--- src/rtl/i2s_pkg.sv ---
// Shared definitions for the IIS receive front-end: channel codes, FSM states
// and the default output word width.
package i2s_pkg;

  localparam int unsigned DEFAULT_DATA_WIDTH = 16;

  localparam logic CH_LEFT  = 1'b0;
  localparam logic CH_RIGHT = 1'b1;

  typedef enum logic [1:0] {
    IDLE,
    ALIGN,
    RECV
  } rx_state_t;

endpackage

--- src/rtl/i2s_sync_edge.sv ---
// Multi-flop synchroniser for an asynchronous pin, with a single-cycle rising-edge
// strobe derived from the synchronised level.
module i2s_sync_edge #(
  parameter int unsigned SYNC_STAGES = 2
) (
  input  logic pclk,
  input  logic rst,
  input  logic d,
  output logic q,
  output logic rise
);

  logic [SYNC_STAGES-1:0] sync_q;
  logic                   q_prev;

  always_ff @(posedge pclk or posedge rst) begin
    if (rst) begin
      sync_q <= '0;
      q_prev <= 1'b0;
    end else begin
      sync_q <= {sync_q[SYNC_STAGES-2:0], d};
      q_prev <= sync_q[SYNC_STAGES-1];
    end
  end

  assign q    = sync_q[SYNC_STAGES-1];
  assign rise = q & ~q_prev;

endmodule

--- src/rtl/i2s_rx_frontend.sv ---
// I2S (Philips, MSB-first) receiver running entirely in the pclk domain; completed
// words are offered on a valid/ready register with overrun and word counting.
module i2s_rx_frontend
  import i2s_pkg::*;
#(
  parameter int unsigned DATA_WIDTH  = DEFAULT_DATA_WIDTH,
  parameter int unsigned SYNC_STAGES = 2
) (
  input  logic                  pclk,
  input  logic                  rst,
  input  logic                  en,
  input  logic                  clr_i,
  input  logic                  sck_i,
  input  logic                  ws_i,
  input  logic                  sd_i,
  output logic [DATA_WIDTH-1:0] data_o,
  output logic                  chan_o,
  output logic                  valid_o,
  input  logic                  ready_i,
  output logic                  overrun_o,
  output logic [31:0]           word_cnt_o
);

  localparam int unsigned     CNT_W   = $clog2(DATA_WIDTH + 1);
  localparam logic [CNT_W-1:0] CNT_MAX = CNT_W'(DATA_WIDTH);

  logic sck_sync_unused, ws_rise_unused, sd_rise_unused;
  logic sck_rise, ws_s, sd_s;

  i2s_sync_edge #(.SYNC_STAGES(SYNC_STAGES)) u_sync_sck (
    .pclk(pclk), .rst(rst), .d(sck_i), .q(sck_sync_unused), .rise(sck_rise)
  );
  i2s_sync_edge #(.SYNC_STAGES(SYNC_STAGES)) u_sync_ws (
    .pclk(pclk), .rst(rst), .d(ws_i), .q(ws_s), .rise(ws_rise_unused)
  );
  i2s_sync_edge #(.SYNC_STAGES(SYNC_STAGES)) u_sync_sd (
    .pclk(pclk), .rst(rst), .d(sd_i), .q(sd_s), .rise(sd_rise_unused)
  );

  rx_state_t             state, state_n;
  logic [DATA_WIDTH-1:0] word_q, word_n;
  logic [CNT_W-1:0]      bit_cnt, bit_cnt_n;
  logic                  ws_prev, ws_prev_n;
  logic                  done;
  logic [DATA_WIDTH-1:0] done_word;
  logic                  done_chan;
  logic                  load, drop;

  always_ff @(posedge pclk or posedge rst) begin
    if (rst) begin
      state   <= IDLE;
      word_q  <= '0;
      bit_cnt <= '0;
      ws_prev <= CH_LEFT;
    end else begin
      state   <= state_n;
      word_q  <= word_n;
      bit_cnt <= bit_cnt_n;
      ws_prev <= ws_n_sel();
    end
  end

  function automatic logic ws_n_sel();
    return ws_prev_n;
  endfunction

  always_comb begin
    state_n   = state;
    word_n    = word_q;
    bit_cnt_n = bit_cnt;
    ws_prev_n = ws_prev;
    done      = 1'b0;
    done_word = word_q;
    done_chan = ws_prev;
    if (!en) begin
      state_n   = IDLE;
      word_n    = '0;
      bit_cnt_n = '0;
      if (sck_rise) ws_prev_n = ws_s;
    end else begin
      case (state)
        IDLE: begin
          word_n    = '0;
          bit_cnt_n = '0;
          if (sck_rise) ws_prev_n = ws_s;
          state_n   = ALIGN;
        end
        ALIGN: begin
          if (sck_rise) begin
            ws_prev_n = ws_s;
            if (ws_s != ws_prev) begin
              state_n   = RECV;
              word_n    = '0;
              bit_cnt_n = '0;
            end
          end
        end
        RECV: begin
          if (sck_rise) begin
            // No bit position matches once bit_cnt has saturated, so overlong slots drop their tail.
            for (int unsigned i = 0; i < DATA_WIDTH; i++) begin
              if (CNT_W'(DATA_WIDTH - 1 - i) == bit_cnt) word_n[i] = sd_s;
            end
            if (ws_s != ws_prev) begin
              done      = 1'b1;
              done_word = word_n;
              done_chan = ws_prev;
              word_n    = '0;
              bit_cnt_n = '0;
              ws_prev_n = ws_s;
            end else if (bit_cnt != CNT_MAX) begin
              bit_cnt_n = bit_cnt + CNT_W'(1);
            end
          end
        end
        default: state_n = IDLE;
      endcase
    end
  end

  assign load = done && (!valid_o || ready_i);
  assign drop = done && !load;

  always_ff @(posedge pclk or posedge rst) begin
    if (rst) begin
      data_o     <= '0;
      chan_o     <= CH_LEFT;
      valid_o    <= 1'b0;
      overrun_o  <= 1'b0;
      word_cnt_o <= '0;
    end else begin
      if (load) begin
        data_o     <= done_word;
        chan_o     <= done_chan;
        valid_o    <= 1'b1;
        word_cnt_o <= word_cnt_o + 32'd1;
      end else if (valid_o && ready_i) begin
        valid_o <= 1'b0;
      end
      if (drop) overrun_o <= 1'b1;
      else if (clr_i) overrun_o <= 1'b0;
    end
  end

endmodule
--- config.mk ---
export PLATFORM = sky130hd
export DESIGN_NAME = i2s_rx_frontend
export DESIGN_NICKNAME = d
export VERILOG_FILES = /design/src/rtl/i2s_pkg.sv /design/src/rtl/i2s_sync_edge.sv /design/src/rtl/i2s_rx_frontend.sv
export SDC_FILE = /design/constraint.sdc
export NUM_CORES = 1
export LEC_CHECK = 0
export ABC_AREA = 0
export ABC_CLOCK_PERIOD_IN_PS = 8560
export BUFFER_PORTS_ARGS = -buffer_cell sky130_fd_sc_hd__buf_4
export CAP_MARGIN = 20
export CORE_MARGIN = 10
export CORE_UTILIZATION = 60
export CTS_CLUSTER_DIAMETER = 200
export DETAILED_ROUTE_END_ITERATION = 6
export PLACE_DENSITY = 0.95
export REMOVE_ABC_BUFFERS = 1
export SYNTH_ARGS = -nofsm -noshare
export SYNTH_HDL_FRONTEND = slang
export SYNTH_SLANG_ARGS = --single-unit
--- constraint.sdc ---
create_clock -name pclk -period 8.56 [get_ports pclk]
set_clock_uncertainty 0.1 [all_clocks]
set_input_delay 2.568 -clock pclk [delete_from_list [all_inputs] [get_ports pclk]]
set_output_delay 2.568 -clock pclk [all_outputs]
set_load 0.1 [all_outputs]
==> summary by stage <==
Setup path
The critical path startpoint category is an input port. The count of buffering cells on the critical path with inverters included is 1. By startpoint and endpoint, the worst setup path is classified as in2reg. The category of cells accounting for the largest share of critical-path delay is simple AND/OR/NAND/NOR gates. The signal arrival time at the worst endpoint is 3980 ps. The largest single stage delay on the critical path is 500 ps. Counting cells, the worst reg-to-reg path comes to 5. By instance count, the cell type seen most on the critical path is sky130_fd_sc_hd__nand4_1. The required time of the critical path is 8700 ps.

Along the worst path, the maximum fanout reaches 7. The worst setup path is captured at a flip-flop. The master of the slowest instance on the critical path is sky130_fd_sc_hd__nor4_4. The critical path goes through buf_4 -> and3b_2 -> nand4_1 -> nor4_4 -> nand4_1 -> xnor2_1. The number of cells on the critical path is 6.

Detailed routing
The detailed-route wire length on metal 1 is 3400 um. The detailed-router iteration count before antenna repair is 4. The DRC marker count from the first detailed-route iteration is 150. The highest layer touched by signal routing is met4.

In the detailed route, the total length drawn on met2 is 4260 um. The routed length per placed instance is 16.7 um. The DRC violation count after routing is 0. Dividing the detail-routed via count by the number of cells gives 5.57.

The routed layout has 2795 vias. The number of routed nets with antenna violations is 0. The routed design uses 583 um of met3 wire. Summed over all layers, the routed wires come to 8400 um.

Pwr
For this design the static power due to leakage is 2.20 nW. In this run switching power makes up 29.8% of total power. Dividing total power by cell area gives a power density of 177 nW/um2. The net switching component of the power is 0.000236 W. The total power consumption of the routed design is 0.000790 W. The internal power of the cells totals 0.000555 W. In this run, flip-flops and latches consume 51.6% of the power. Of the total power, combinational logic draws 14.1%. The clock network burns 34.4% of the power.

VDD sags by at most 0.118 mV.

Final layout
Compared with the post-synthesis result, the final layout area differs by 18.4%. The filler cells instantiated in the layout total 397. The utilization after layout is 74.4%. The fraction of final layout cells with drive strength greater than 1 is 20.8%. The total number of nets in the final design is 436. The most common cell after layout, fill and taps aside is sky130_fd_sc_hd__dfrtp_1.

0 antenna diodes ended up in the layout. The library cells used most frequently in the layout, excluding fill and tap cells, are 82 x sky130_fd_sc_hd__dfrtp_1, 60 x sky130_fd_sc_hd__buf_4, 43 x sky130_fd_sc_hd__nand2_1.

Synthesis
Synthesis produced a netlist whose cell count is 363. Of the post-synthesis cell area, the dominant cell type holds 54.5%. Counting flops with a built-in enable in the synthesized netlist gives 0. The share of the synthesized netlist area taken by xor and xnor gates is 7.68%. The most used flip-flop cell after synthesis is sky130_fd_sc_hd__dfrtp_1. Ranked by total cell area, the synthesized netlist is headed by sky130_fd_sc_hd__dfrtp_1 55%, sky130_fd_sc_hd__xnor2_1 6.5%, sky130_fd_sc_hd__mux2i_1 4.5%, sky130_fd_sc_hd__nand2_1 4.3%, sky130_fd_sc_hd__o21ai_0 4.1%. The number of distinct library cell variants in the gate-level netlist after synthesis is 40. The synthesized netlist devotes 1.99% of its cell area to adder and majority cells. Summing the areas of all compound-gate instances in the mapped netlist gives 7.71% of the synthesized area. The cell area after synthesis is 3760 um2. In this run, synthesis produced a sequential element count of 82. The number of warnings issued by yosys is 0. The post-synthesis mux area share is 5.42%. The dominant combinational cell family by area after synthesis is simple AND/OR/NAND/NOR gates. The post-synthesis area per instance is 10.4 um2. sky130_fd_sc_hd__dfrtp_1 takes more of the synthesized area than any other cell. After Yosys synthesis, and, or, nand and nor cells account for 20.4% of the synthesized area. The sequential element share of the synthesized area is 54.5%. The share of flip-flops with an asynchronous set or reset is 100%.

Global route
Entering global routing, the biggest net connects 83 pins. The first global-routing pass estimated 14200 um of wire. The total global-route track usage is 17.3%. Global routing finished with a remaining overflow of 0. The number of global-route vias before repair is 3013.

The number of antenna violations at the first check in global routing is 0.

Run status
The run finished with clean final reports.

Floorplan
The count of pins on the block boundary is 59. The floorplan step set the die height to 99.2 um. The placeable core region is 5990 um2. The die area is 9840 um2. The effective utilization at floorplan is 62.8%.

The floorplan has 28 rows. The die is 99.2 um wide.

Clocking
The number of buffers inserted during clock tree synthesis is 9. The clock sink count is 82. The tree is rooted in a sky130_fd_sc_hd__clkbuf_8. The H-tree was split into 3 levels. After clock tree synthesis, the clock-pin slew on the worst setup and hold paths is 80 ps. The maximum buffer depth of the clock tree is 2.

In this run, post-CTS repair resized a total of 0 instances. Post-CTS timing repair inserted 0 buffers for setup. The clock latency of the later-clocked register in the worst-skew pair is 350 ps. In this run, post-CTS hold repair placed 0 buffers. TritonCTS built the clock tree.

Timing
Static timing analysis puts the maximum clock frequency at 260 MHz. Dividing the final minimum period by the clock period gives 44.9%. The number of hold violations in the final report is 0. The final setup violation count is 0. The final max-slew violation count is 0. After routing, the total negative slack on setup checks comes to 0 ps. For the pin with the worst max-slew slack, the measured transition is 1000 ps.

The final period demand of the worst path is 3840 ps. Setup repair after global routing left no endpoint under its margin. Measured against its own limit, the worst slew margin works out to 33.0%. Hold timing on the final database bottoms out at a slack of 274 ps.

Place
The final HPWL from detailed placement is 5790 um. The placer congestion estimate is 0.828. In this run the tool buffered the top-level ports with 58 buffer cells.

Min path
The cell depth of the worst hold path is 0. The type of the tightest min-delay check is reg2reg.

Job
The total of max-cap violations is 0.
[routing by layer]
metal,GRT usage [%],up-vias
li1,-,1360
met1,20.1,1335
met2,29.3,83
met3,6.02,17
met4,5.73,0
met5,0,-
[sequential cells by signal (all words and copies together) (netlist names)]
signal             cells
bit_cnt                5
chan_o                 1
data_o                16
overrun_o              1
state                  2
u_sync_sck.q_prev      1
u_sync_sck.sync_q      2
u_sync_sd.sync_q       2
u_sync_ws.sync_q       2
valid_o                1
word_cnt_o            32
word_q                16
ws_prev                1
[Yosys cell counts, drive strengths merged (3+ instances only)]
| cell type | n |
|---|---|
| nand4 | 11 |
| xnor2 | 28 |
| mux2i | 17 |
| buf | 4 |
| nand2 | 43 |
| nor3 | 9 |
| nor2 | 35 |
| and4 | 3 |
| xor2 | 5 |
| nand2b | 6 |
| nor4 | 4 |
| and2 | 7 |
| o21ai | 31 |
| clkbuf | 9 |
| inv | 6 |
| a21oi | 20 |
| nand3 | 17 |
| ha | 6 |
| dfrtp | 82 |
| and3 | 3 |
| mux2 | 3 |
[power by group through the flow]
stage / registers (W) / clock network, W / logic (W)
after floorplan: 0.000477 / 0 / 0.0000221
after global placement: 0.000414 / 0 / 0.000110
after detailed placement: 0.000415 / 0 / 0.000112
after CTS: 0.000408 / 0.000276 / 0.000112
after global routing: 0.000409 / 0.000294 / 0.000117
final: 0.000408 / 0.000272 / 0.000111
[cell families after synthesis]
logic type	count (synthesis)
buffers and inverters	19
multiplexers	20
AO/OA/AOI/OAI	56
flip-flops	82
adder cells (fa/ha/maj)	6
AND/OR/NAND/NOR	147
XOR/XNOR	33
[path summary, 6_finish.rpt]
check	from	endpoint	slack, ps
setup reg to reg	ws_prev	word_cnt_o[1]	6240
hold / removal	u_sync_sck.sync_q[1]	u_sync_sck.q_prev	270
max in group asynchronous	rst	word_cnt_o[9]	5280
min in group asynchronous	rst	data_o[15]	2410
hold reg to reg	u_sync_sck.sync_q[1]	u_sync_sck.q_prev	270
setup / recovery	en	word_cnt_o[20]	4720
[layout make-up]
type | instances | area, um2 | share of cell area, %
tap | 75 | 93.8 | 2.10
multi-input combinational | 262 | 1630 | 36.4
clock inverter | 5 | 55.1 | 1.23
inverter | 6 | 23.8 | 0.533
timing repair buffer | 61 | 478 | 10.7
clock buffer | 11 | 131 | 2.95
sequential | 82 | 2050 | 46.0
[stage by stage]
stage | setup WS (ps) | std cells | cell area [um2]
2_1_floorplan | 3780 | 350 | 3700
3_3_place_gp | 4130 | 485 | 4250
3_5_place_dp | 4040 | 485 | 4250
4_1_cts | 4400 | 501 | 4430
5_1_grt | 4610 | 502 | 4460
6_report | 4720 | 502 | 4460
Power figures use the tool's default switching activity.
